File: src/rtl/alu_arbiter_if.sv
// Requester-side bus of alu_arbiter: two request ports and one tagged response channel.
interface alu_arbiter_if #(
    parameter int unsigned WIDTH  = 32,
    parameter int unsigned CTRL_W = 3
);
    logic [1:0]        req_valid;
    logic [1:0]        req_ready;
    logic [WIDTH-1:0]  req0_a;
    logic [WIDTH-1:0]  req0_b;
    logic [CTRL_W-1:0] req0_ctrl;
    logic [WIDTH-1:0]  req1_a;
    logic [WIDTH-1:0]  req1_b;
    logic [CTRL_W-1:0] req1_ctrl;
    logic              rsp_valid;
    logic              rsp_ready;
    logic              rsp_id;
    logic [WIDTH-1:0]  rsp_data;
    logic              rsp_ovf;

    // Requester side: issues operations and consumes responses.
    modport master (
        output req_valid, req0_a, req0_b, req0_ctrl, req1_a, req1_b, req1_ctrl, rsp_ready,
        input  req_ready, rsp_valid, rsp_id, rsp_data, rsp_ovf
    );

    // Arbiter side.
    modport slave (
        input  req_valid, req0_a, req0_b, req0_ctrl, req1_a, req1_b, req1_ctrl, rsp_ready,
        output req_ready, rsp_valid, rsp_id, rsp_data, rsp_ovf
    );
endinterface

File: src/rtl/alu_arbiter.sv
// Round-robin arbiter sharing one combinational ALU between two requesters.
// Operands of the winner are latched onto the ALU ports, the result is
// registered and returned on a valid/ready channel tagged with the requester ID.
// Optional: define ALU_ARB_OVF_EN to compute the signed-overflow flag rsp_ovf
// for add/sub; otherwise rsp_ovf is tied to 0.
module alu_arbiter #(
    parameter int unsigned WIDTH  = 32,
    parameter int unsigned CTRL_W = 3
) (
    input  logic              clk,
    input  logic              reset,
    alu_arbiter_if.slave      bus,
    output logic [WIDTH-1:0]  alu_a,
    output logic [WIDTH-1:0]  alu_b,
    output logic [CTRL_W-1:0] alu_ctrl,
    input  logic [WIDTH-1:0]  alu_result
);
    localparam int unsigned MSB = WIDTH - 1;
    localparam logic [CTRL_W-1:0] CTRL_ADD = CTRL_W'(0);
    localparam logic [CTRL_W-1:0] CTRL_SUB = CTRL_W'(1);

    typedef enum logic [1:0] {
        IDLE = 2'd0,
        EXEC = 2'd1,
        RESP = 2'd2
    } state_t;

    state_t            state_q;
    state_t            state_d;
    logic [WIDTH-1:0]  op_a;
    logic [WIDTH-1:0]  op_b;
    logic [CTRL_W-1:0] op_ctrl;
    logic              grant_id;
    logic              last_grant;
    logic              rsp_valid_q;
    logic              rsp_id_q;
    logic [WIDTH-1:0]  rsp_data_q;
    logic              rsp_ovf_q;
    logic              winner_c;
    logic              accept_c;
    logic [1:0]        req_ready_c;
    logic              ovf_c;

    assign alu_a    = op_a;
    assign alu_b    = op_b;
    assign alu_ctrl = op_ctrl;

    assign bus.req_ready = req_ready_c;
    assign bus.rsp_valid = rsp_valid_q;
    assign bus.rsp_id    = rsp_id_q;
    assign bus.rsp_data  = rsp_data_q;
    assign bus.rsp_ovf   = rsp_ovf_q;

`ifdef ALU_ARB_OVF_EN
    // Signed overflow of the current add/sub, judged from operand and result sign bits.
    always_comb begin
        ovf_c = 1'b0;
        if (op_ctrl == CTRL_ADD) begin
            ovf_c = (op_a[MSB] == op_b[MSB]) && (alu_result[MSB] != op_a[MSB]);
        end else if (op_ctrl == CTRL_SUB) begin
            ovf_c = (op_a[MSB] != op_b[MSB]) && (alu_result[MSB] != op_a[MSB]);
        end
    end
`else
    assign ovf_c = 1'b0;
`endif

    // State register.
    always_ff @(posedge clk) begin
        if (!reset) begin
            state_q <= IDLE;
        end else begin
            state_q <= state_d;
        end
    end

    // Next state, round-robin winner and request accept.
    always_comb begin
        state_d     = state_q;
        req_ready_c = 2'b00;
        accept_c    = 1'b0;
        if (bus.req_valid == 2'b11) begin
            winner_c = ~last_grant;
        end else begin
            winner_c = bus.req_valid[1];
        end
        case (state_q)
            IDLE: begin
                if (bus.req_valid != 2'b00) begin
                    accept_c    = 1'b1;
                    req_ready_c = winner_c ? 2'b10 : 2'b01;
                    state_d     = EXEC;
                end
            end
            EXEC: begin
                state_d = RESP;
            end
            RESP: begin
                if (bus.rsp_ready) begin
                    state_d = IDLE;
                end
            end
            default: begin
                state_d = IDLE;
            end
        endcase
    end

    // Operand latch, result capture and response channel registers.
    always_ff @(posedge clk) begin
        if (!reset) begin
            op_a        <= '0;
            op_b        <= '0;
            op_ctrl     <= '0;
            grant_id    <= 1'b0;
            last_grant  <= 1'b1;
            rsp_valid_q <= 1'b0;
            rsp_id_q    <= 1'b0;
            rsp_data_q  <= '0;
            rsp_ovf_q   <= 1'b0;
        end else begin
            case (state_q)
                IDLE: begin
                    if (accept_c) begin
                        grant_id <= winner_c;
                        if (winner_c) begin
                            op_a    <= bus.req1_a;
                            op_b    <= bus.req1_b;
                            op_ctrl <= bus.req1_ctrl;
                        end else begin
                            op_a    <= bus.req0_a;
                            op_b    <= bus.req0_b;
                            op_ctrl <= bus.req0_ctrl;
                        end
                    end
                end
                EXEC: begin
                    rsp_data_q  <= alu_result;
                    rsp_id_q    <= grant_id;
                    rsp_ovf_q   <= ovf_c;
                    rsp_valid_q <= 1'b1;
                    last_grant  <= grant_id;
                end
                RESP: begin
                    if (bus.rsp_ready) begin
                        rsp_valid_q <= 1'b0;
                    end
                end
                default: begin
                end
            endcase
        end
    end
endmodule

File: src/flat_wrapper.sv
// flat-port wrapper written by rule: the top's interface ports become plain ports
module alu_arbiter_flat 
#(
    parameter int unsigned WIDTH  = 32,
    parameter int unsigned CTRL_W = 3
)
  (clk, reset, alu_a, alu_b, alu_ctrl, alu_result, bus_req_valid, bus_req0_a, bus_req0_b, bus_req0_ctrl, bus_req1_a, bus_req1_b, bus_req1_ctrl, bus_rsp_ready, bus_req_ready, bus_rsp_valid, bus_rsp_id, bus_rsp_data, bus_rsp_ovf);
  alu_arbiter_if #(.WIDTH(WIDTH), .CTRL_W(CTRL_W)) bus_i ();
  input  logic clk;
  input  logic reset;
  output logic [WIDTH-1:0] alu_a;
  output logic [WIDTH-1:0] alu_b;
  output logic [CTRL_W-1:0] alu_ctrl;
  input  logic [WIDTH-1:0] alu_result;
  input wire logic [$bits(bus_i.req_valid)-1:0] bus_req_valid;
  input wire logic [$bits(bus_i.req0_a)-1:0] bus_req0_a;
  input wire logic [$bits(bus_i.req0_b)-1:0] bus_req0_b;
  input wire logic [$bits(bus_i.req0_ctrl)-1:0] bus_req0_ctrl;
  input wire logic [$bits(bus_i.req1_a)-1:0] bus_req1_a;
  input wire logic [$bits(bus_i.req1_b)-1:0] bus_req1_b;
  input wire logic [$bits(bus_i.req1_ctrl)-1:0] bus_req1_ctrl;
  input wire logic [$bits(bus_i.rsp_ready)-1:0] bus_rsp_ready;
  output wire logic [$bits(bus_i.req_ready)-1:0] bus_req_ready;
  output wire logic [$bits(bus_i.rsp_valid)-1:0] bus_rsp_valid;
  output wire logic [$bits(bus_i.rsp_id)-1:0] bus_rsp_id;
  output wire logic [$bits(bus_i.rsp_data)-1:0] bus_rsp_data;
  output wire logic [$bits(bus_i.rsp_ovf)-1:0] bus_rsp_ovf;
  assign bus_i.req_valid = bus_req_valid;
  assign bus_i.req0_a = bus_req0_a;
  assign bus_i.req0_b = bus_req0_b;
  assign bus_i.req0_ctrl = bus_req0_ctrl;
  assign bus_i.req1_a = bus_req1_a;
  assign bus_i.req1_b = bus_req1_b;
  assign bus_i.req1_ctrl = bus_req1_ctrl;
  assign bus_i.rsp_ready = bus_rsp_ready;
  assign bus_req_ready = bus_i.req_ready;
  assign bus_rsp_valid = bus_i.rsp_valid;
  assign bus_rsp_id = bus_i.rsp_id;
  assign bus_rsp_data = bus_i.rsp_data;
  assign bus_rsp_ovf = bus_i.rsp_ovf;
  alu_arbiter #(.WIDTH(WIDTH), .CTRL_W(CTRL_W)) u_core (.clk(clk), .reset(reset), .bus(bus_i), .alu_a(alu_a), .alu_b(alu_b), .alu_ctrl(alu_ctrl), .alu_result(alu_result));
endmodule
File: config.mk
export PLATFORM = sky130hd
export DESIGN_NAME = alu_arbiter_flat
export DESIGN_NICKNAME = d
export VERILOG_FILES = /design/src/rtl/alu_arbiter_if.sv /design/src/rtl/alu_arbiter.sv /design/src/flat_wrapper.sv
export SDC_FILE = /design/constraint.sdc
export NUM_CORES = 1
export LEC_CHECK = 0
export CAP_MARGIN = 20
export CORE_MARGIN = 2
export CORE_UTILIZATION = 35
export DETAILED_ROUTE_END_ITERATION = 16
export GPL_TIMING_DRIVEN = 0
export PLACE_DENSITY_LB_ADDON = 0.15
export SLEW_MARGIN = 10
export SYNTH_ARGS = -nofsm -noshare
export SYNTH_HDL_FRONTEND = slang
export SYNTH_SLANG_ARGS = --single-unit
File: constraint.sdc
create_clock -name clk -period 3 [get_ports clk]
set_clock_uncertainty 0.2 [all_clocks]
set_input_delay 0.6 -clock clk [delete_from_list [all_inputs] [get_ports clk]]
set_output_delay 0.6 -clock clk [all_outputs]
set_load 0.05 [all_outputs]
Word-level counts from Yosys, hierarchy flattened --
Index checks and enable logic that the tools add are counted.
Cells by class: eq/ne operators 5, muxes and demuxes 14, bitwise gates (word level) 1, reductions and logical operators 6
Operator list (count):
- 32-bit 2-to-1 mux | 2
- 2-bit 2-to-1 mux | 5
- 2-bit one-hot mux with 3 select lines | 1
- 2-bit AND reduction | 3
- 2-bit equality test (second input constant) | 2
- 1-bit 2-to-1 mux | 4
- 2-bit nonzero test | 2
- 3-bit 2-to-1 mux | 1
- 2-bit by 1-bit equality test with 1-bit output (second input constant) | 1
- 2-bit logical NOT | 1
- 2-bit by 1-bit != test with 1-bit output (second input constant) | 1
- 2-bit != test (second input constant) | 1
- 1-bit one-hot mux with 2 select lines | 1
- 1-bit inverter | 1
Word-level totals: register bits 105, input port bits 171, output and inout bits 104, word-level logic and storage cells 35

Logic depth before layout (Yosys ltp) --
Gate-level depths: netlist of the first run.
depth after elaboration 5, gate-level depth with buffers 5, gate-level depth less buffers 3

Worst setup path before layout of the first run --
Ideal clock, no wire load.
path type input-to-output, from input bus_req_valid[1], to output bus_req_ready[0], arrival time 2109 ps, required time 2200 ps, path slack 91 ps, cell stages on the path 4, path through a21boi_4 > buf_6 > buf_6 > nor3_1
On the way: longest elaborated chain between the ends 5, elaborated cells between the ends (all ways) 6, those cells by class eq/ne (1); mux (4); reduce/logical (1)
RTL lines:
- start: declaration | RTL line flat_wrapper.sv:15 | input wire logic [$bits(bus_i.req_valid)-1:0] bus_req_valid;
- 2-bit equality test | RTL line alu_arbiter.sv:82 | if (bus.req_valid == 2'b11) begin
- 1-bit 2-to-1 mux | RTL line alu_arbiter.sv:82
- 2-bit 2-to-1 mux | RTL line alu_arbiter.sv:91 | req_ready_c = winner_c ? 2'b10 : 2'b01;
- 2-bit 2-to-1 mux * | RTL line alu_arbiter.sv:89 | if (bus.req_valid != 2'b00) begin
- 2-bit 2-to-1 mux * | RTL line alu_arbiter.sv:87 | case (state_q)
- end: declaration | RTL line flat_wrapper.sv:23 | output wire logic [$bits(bus_i.req_ready)-1:0] bus_req_ready;
Every way passes the cells marked *; elsewhere a longest branch is shown, timed or not.

Final worst setup path of the first run --
from input bus_req_valid[0], to output bus_req_ready[0]
The elaborated chain is that of the path after synthesis.

==> impl_summary.txt, run 1 <==
----------------------------------------------------
[Synthesis]
  Commonest cells in the netlist ... sky130_fd_sc_hd__dfxtp_1 (105), sky130_fd_sc_hd__nand2_1 (68), sky130_fd_sc_hd__o21ai_0 (67)
  Area of the mapped netlist ... ~4600 µm²
  Number of instances in the synthesized netlist ... around 560
  Ranking of synthesized cells by area ... sky130_fd_sc_hd__dfxtp_1 (46%), sky130_fd_sc_hd__a31oi_1 (8.8%), sky130_fd_sc_hd__nand4_1 (8.8%), sky130_fd_sc_hd__o21ai_0 (7.4%), sky130_fd_sc_hd__nand3_1 (7.0%)
  Flip-flop and latch count after synthesis ... roughly 110
  Most frequent cell after synthesis ... sky130_fd_sc_hd__dfxtp_1
  Top flip-flop cell by instance count after synthesis ... sky130_fd_sc_hd__dfxtp_1
  Syn nets ... around 730
  Number of distinct library cells after synthesis ... 25
  Yosys synthesis warning count ... 0
  Share of Yosys cell area claimed by the top area cell type ... 0.4617
  Seq/Total Area, Yosys ... 0.4617
  Synth async-reset ratio ... 0
  Number of enable flip-flop cells after synthesis ... 0
  Mean Syn Cell Area ... between 8 and 9 µm²
  Largest area contributor in the netlist ... sky130_fd_sc_hd__dfxtp_1

[Setup path]
  Worst-path cell with the longest stage delay ... sky130_fd_sc_hd__clkdlybuf4s50_1
  Reg-to-reg startpoint ... u_core.state_q[1]
  Required time at the worst-slack endpoint ... roughly 2200 ps
  Slack of the worst reg-to-reg path ... about 1300 ps
  Worst reg2reg path depth ... 5
  Family of cells with the greatest summed delay on the critical path ... buffers and inverters
  Count of buffer and inverter cells on the critical path ... 4
  Critical path type ... input pin to output port
  Critical Path End Type ... output port
  Worst path max stage delay ... 590 ps
  Highest net fanout along the worst path ... 10
  Critical path arrival ... roughly 2100 ps
  Startpoint class of the critical path ... input pin
  Cells along the critical path ... clkdlybuf4s50_1 -> a21boi_4 -> buf_6 -> buf_6 -> nor3_1 -> buf_2
  Crit path top cell by count ... sky130_fd_sc_hd__buf_6
  End of the worst register-to-register path ... u_core.alu_b[22]

[Route]
  Router iterations before antenna repair ... 6
  Post-route antenna net violation count ... 0
  Routed length per instance ... roughly 18 µm
  Total wirelength of the detailed-routed design ... 18.52 mm
  Via count normalized by instance count ... around 5.5
  Vias post-DR ... between 5,000 and 6,000
  Drt initial violations ... approximately 500
  DRC Markers ... 0

[Cells and area]
  Fin area ... 7825 µm²
  Final std cells w/o fill ... ~1,000
  Ant diodes ... 0
  Growth of design area from synthesis to finish ... 71.86%
  Nets ... between 1,000 and 1,500
  Number of filler instances in the final layout ... around 1,200
  Share of cells above drive strength 1 ... 0.09027

[Global route]
  Total track usage ... 0.2549
  Number of global-route vias before repair ... 5,538
  Remaining Overflow, GRT ... 0
  Number of antenna violations at the first check in global routing ... 0
  Wire length of the first global-routing pass ... 28.65 mm
  Pin count of the biggest net entering global routing ... 18

[Timing]
  Relative slew slack ... 0.6175
  Final max-slew violation count ... 0
  Final-report hold violation count ... 0
  Unrepaired setup endpoints after global routing ... no
  Max Freq ... roughly 340 MHz
  Smallest setup slack after layout ... 99.47 ps
  Worst slew pin tran ... roughly 570 ps
  Post-layout minimum cycle time ... between 2000 and 3000 ps
  Final setup violating endpoints ... 0
  Final clock period utilization by the worst path ... 0.9668

[Hold path]
  Worst hold stages ... 2
  Min-Delay Endpoint ... u_core.bus.rsp_data[23]
  Hold WC Path Type ... flip-flop to flip-flop
  Beginning of the worst hold path ... u_core.bus.rsp_data[23]

[CTS]
  Number of buffers created by CTS ... 9
  Worst-case clock buffer depth ... 2
  Clock network latency to the later pin of the worst-skew pair ... 340 ps
  H-tree depth ... 3
  CTS Sinks ... approximately 110
  Clock tree from TritonCTS ... yes
  Clock-pin slew of the registers on the worst-case setup and hold paths ... ~70 ps
  Root buffer selected by CTS ... sky130_fd_sc_hd__clkbuf_16

[Placement]
  Placed insts ... approximately 1,000
  Port-buffer cells ... approximately 270
  Last weighted congestion value of the routability-driven placer ... 0.8245
  Worst slack at placement ... -612.9 ps
  Placed cell areas ... roughly 7500 µm²
  HPWL Detailed ... 13.50 mm

[Status]
  Result of the run ... finished clean

[Floorplan]
  Number of top-level pins ... roughly 280
  Initial standard-cell utilization of the core ... 0.3593
  Row cnt ... 41
  Floorplan Core Area ... between 10,000 and 15,000 µm²
  Die width ... roughly 120 µm
  Die ar. ... between 10,000 and 15,000 µm²
  Die outline height ... 118.1 µm

[Job]
  Number of max-cap violations ... 0

[Power]
  Peak VDD IR ... ~0.25 mV
  PD cells ... around 550 nW/µm²
  Total power ... 4.283 mW
  Static leakage ... 2.748 nW

----------------------------------------------------
metal layers:
metal,vias to the layer above,part of all wire,global-route usage
met5,-,0,0
met4,0,0.027,0.1047
met3,34,0.086,0.06347
met2,293,0.49,0.4451
met1,2665,0.39,0.2971
li1,2651,-,-
worst max-delay path by stage:
stage	cells after the start	startpoint	to
6_report	6	bus_req_valid[0]	bus_req_ready[0]
5_1_grt	6	bus_req_valid[0]	bus_req_ready[0]
4_1_cts	7	bus_req_valid[1]	bus_req_ready[1]
3_5_place_dp	7	bus_req_valid[1]	bus_req_ready[1]
3_3_place_gp	7	bus_req_valid[1]	bus_req_ready[1]
2_1_floorplan	4	bus_req_valid[1]	bus_req_ready[0]
flip-flops by register name, indices dropped and copies added (netlist names):
| signal | cells |
|---|---|
| u_core.bus.rsp_id | 1 |
| u_core.state_q | 2 |
| u_core.alu_a | 32 |
| u_core.alu_b | 32 |
| u_core.last_grant | 1 |
| u_core.bus.rsp_valid | 1 |
| u_core.grant_id | 1 |
| u_core.alu_ctrl | 3 |
| u_core.bus.rsp_data | 32 |
metrics by stage:
step | hold WS, ps | util | setup TNS, ps
floorplan | 227.4 | - | 0
detailed placement | 246.3 | 0.5920 | -1098
CTS | 256.4 | 0.6174 | 0
finish | 254.0 | 0.6176 | 0
global route | 268.5 | 0.6176 | 0
global placement | 240.8 | 0.5920 | -1073
layout by cell type (no fill, tap or decap):
master                              n
sky130_fd_sc_hd__clkdlybuf4s50_1  271
sky130_fd_sc_hd__dfxtp_1          105
sky130_fd_sc_hd__nand2_1           68
sky130_fd_sc_hd__o21ai_0           67
sky130_fd_sc_hd__nand3_1           64
sky130_fd_sc_hd__nand4_1           64
sky130_fd_sc_hd__a31oi_1           64
sky130_fd_sc_hd__buf_2             39
sky130_fd_sc_hd__a21oi_1           37
sky130_fd_sc_hd__clkbuf_1          15
sky130_fd_sc_hd__clkbuf_16          9
sky130_fd_sc_hd__buf_6              7
sky130_fd_sc_hd__clkbuf_2           6
sky130_fd_sc_hd__buf_4              4
sky130_fd_sc_hd__nor2_1             3
sky130_fd_sc_hd__inv_1              3
sky130_fd_sc_hd__mux2_2             3
sky130_fd_sc_hd__o21bai_1           3
sky130_fd_sc_hd__o311a_1            3
sky130_fd_sc_hd__nor3_1             2
sky130_fd_sc_hd__nand2b_1           2
sky130_fd_sc_hd__buf_1              2
sky130_fd_sc_hd__bufinv_16          2
sky130_fd_sc_hd__inv_6              2
sky130_fd_sc_hd__a21boi_4           1
sky130_fd_sc_hd__or2_1              1
sky130_fd_sc_hd__nor2_4             1
sky130_fd_sc_hd__nor2b_1            1
sky130_fd_sc_hd__conb_1             1
sky130_fd_sc_hd__clkinvlp_4         1
sky130_fd_sc_hd__clkinv_2           1
sky130_fd_sc_hd__clkbuf_4           1
report_power, final:
| group | internal, mW | leakage, nW | switching, mW |
|---|---|---|---|
| Combinational | 0.561 | 1.73 | 0.864 |
| Clock | 0.737 | 0.153 | 0.542 |
| Sequential | 1.52 | 0.863 | 0.0640 |
| Total | 2.81 | 2.75 | 1.47 |
cells by family after synthesis:
| family | count (synthesis) | synth area share |
|---|---|---|
| AOI/OAI and AO/OA | 175 | 0.2179 |
| other | 1 | 0.0008236 |
| and+or+nand+nor | 206 | 0.2259 |
| muxes | 3 | 0.007419 |
| buffers and inverters | 73 | 0.08629 |
| DFF | 105 | 0.4617 |
area by class of cell:
type,count,area (µm²),share of cell area
Buffer,70,381.6,0.04877
Clock buffer,10,229.0,0.02926
Clock inverter,6,90.09,0.01151
Inverter,3,11.26,0.001439
Multi-Input combinational cell,385,2063,0.2637
Sequential cell,105,2102,0.2686
Tap cell,172,215.2,0.02750
Timing Repair Buffer,274,2733,0.3492
repair_timing:
item / in CTS / in global routing
setup endpoints to repair: 2 / 1
endpoints found under the hold margin: 0 / 0
resized for setup: 12 / 1
hold buffers: 0 / 0
setup buffers: 1 / 0
worst register-to-register path, stage by stage, from the launching register on:
cell and delay (ps):
sky130_fd_sc_hd__dfxtp_1 350, sky130_fd_sc_hd__or2_1 250, sky130_fd_sc_hd__buf_6 150, sky130_fd_sc_hd__clkbuf_2 190, sky130_fd_sc_hd__o21ai_0 290, sky130_fd_sc_hd__a31oi_1 150
(Power assumes the default switching activity.)
==> run 2: changes to the inputs <==
--- a/config.mk
+++ b/config.mk
@@ -8,6 +8,8 @@
 export CAP_MARGIN = 20
 export CORE_MARGIN = 2
 export CORE_UTILIZATION = 35
+export CTS_CLUSTER_DIAMETER = 120
+export CTS_CLUSTER_SIZE = 40
 export DETAILED_ROUTE_END_ITERATION = 16
 export GPL_TIMING_DRIVEN = 0
 export PLACE_DENSITY_LB_ADDON = 0.15
==> results of run 2 <==
No change in the layout: final DEF, timing and power equal those of run 1.
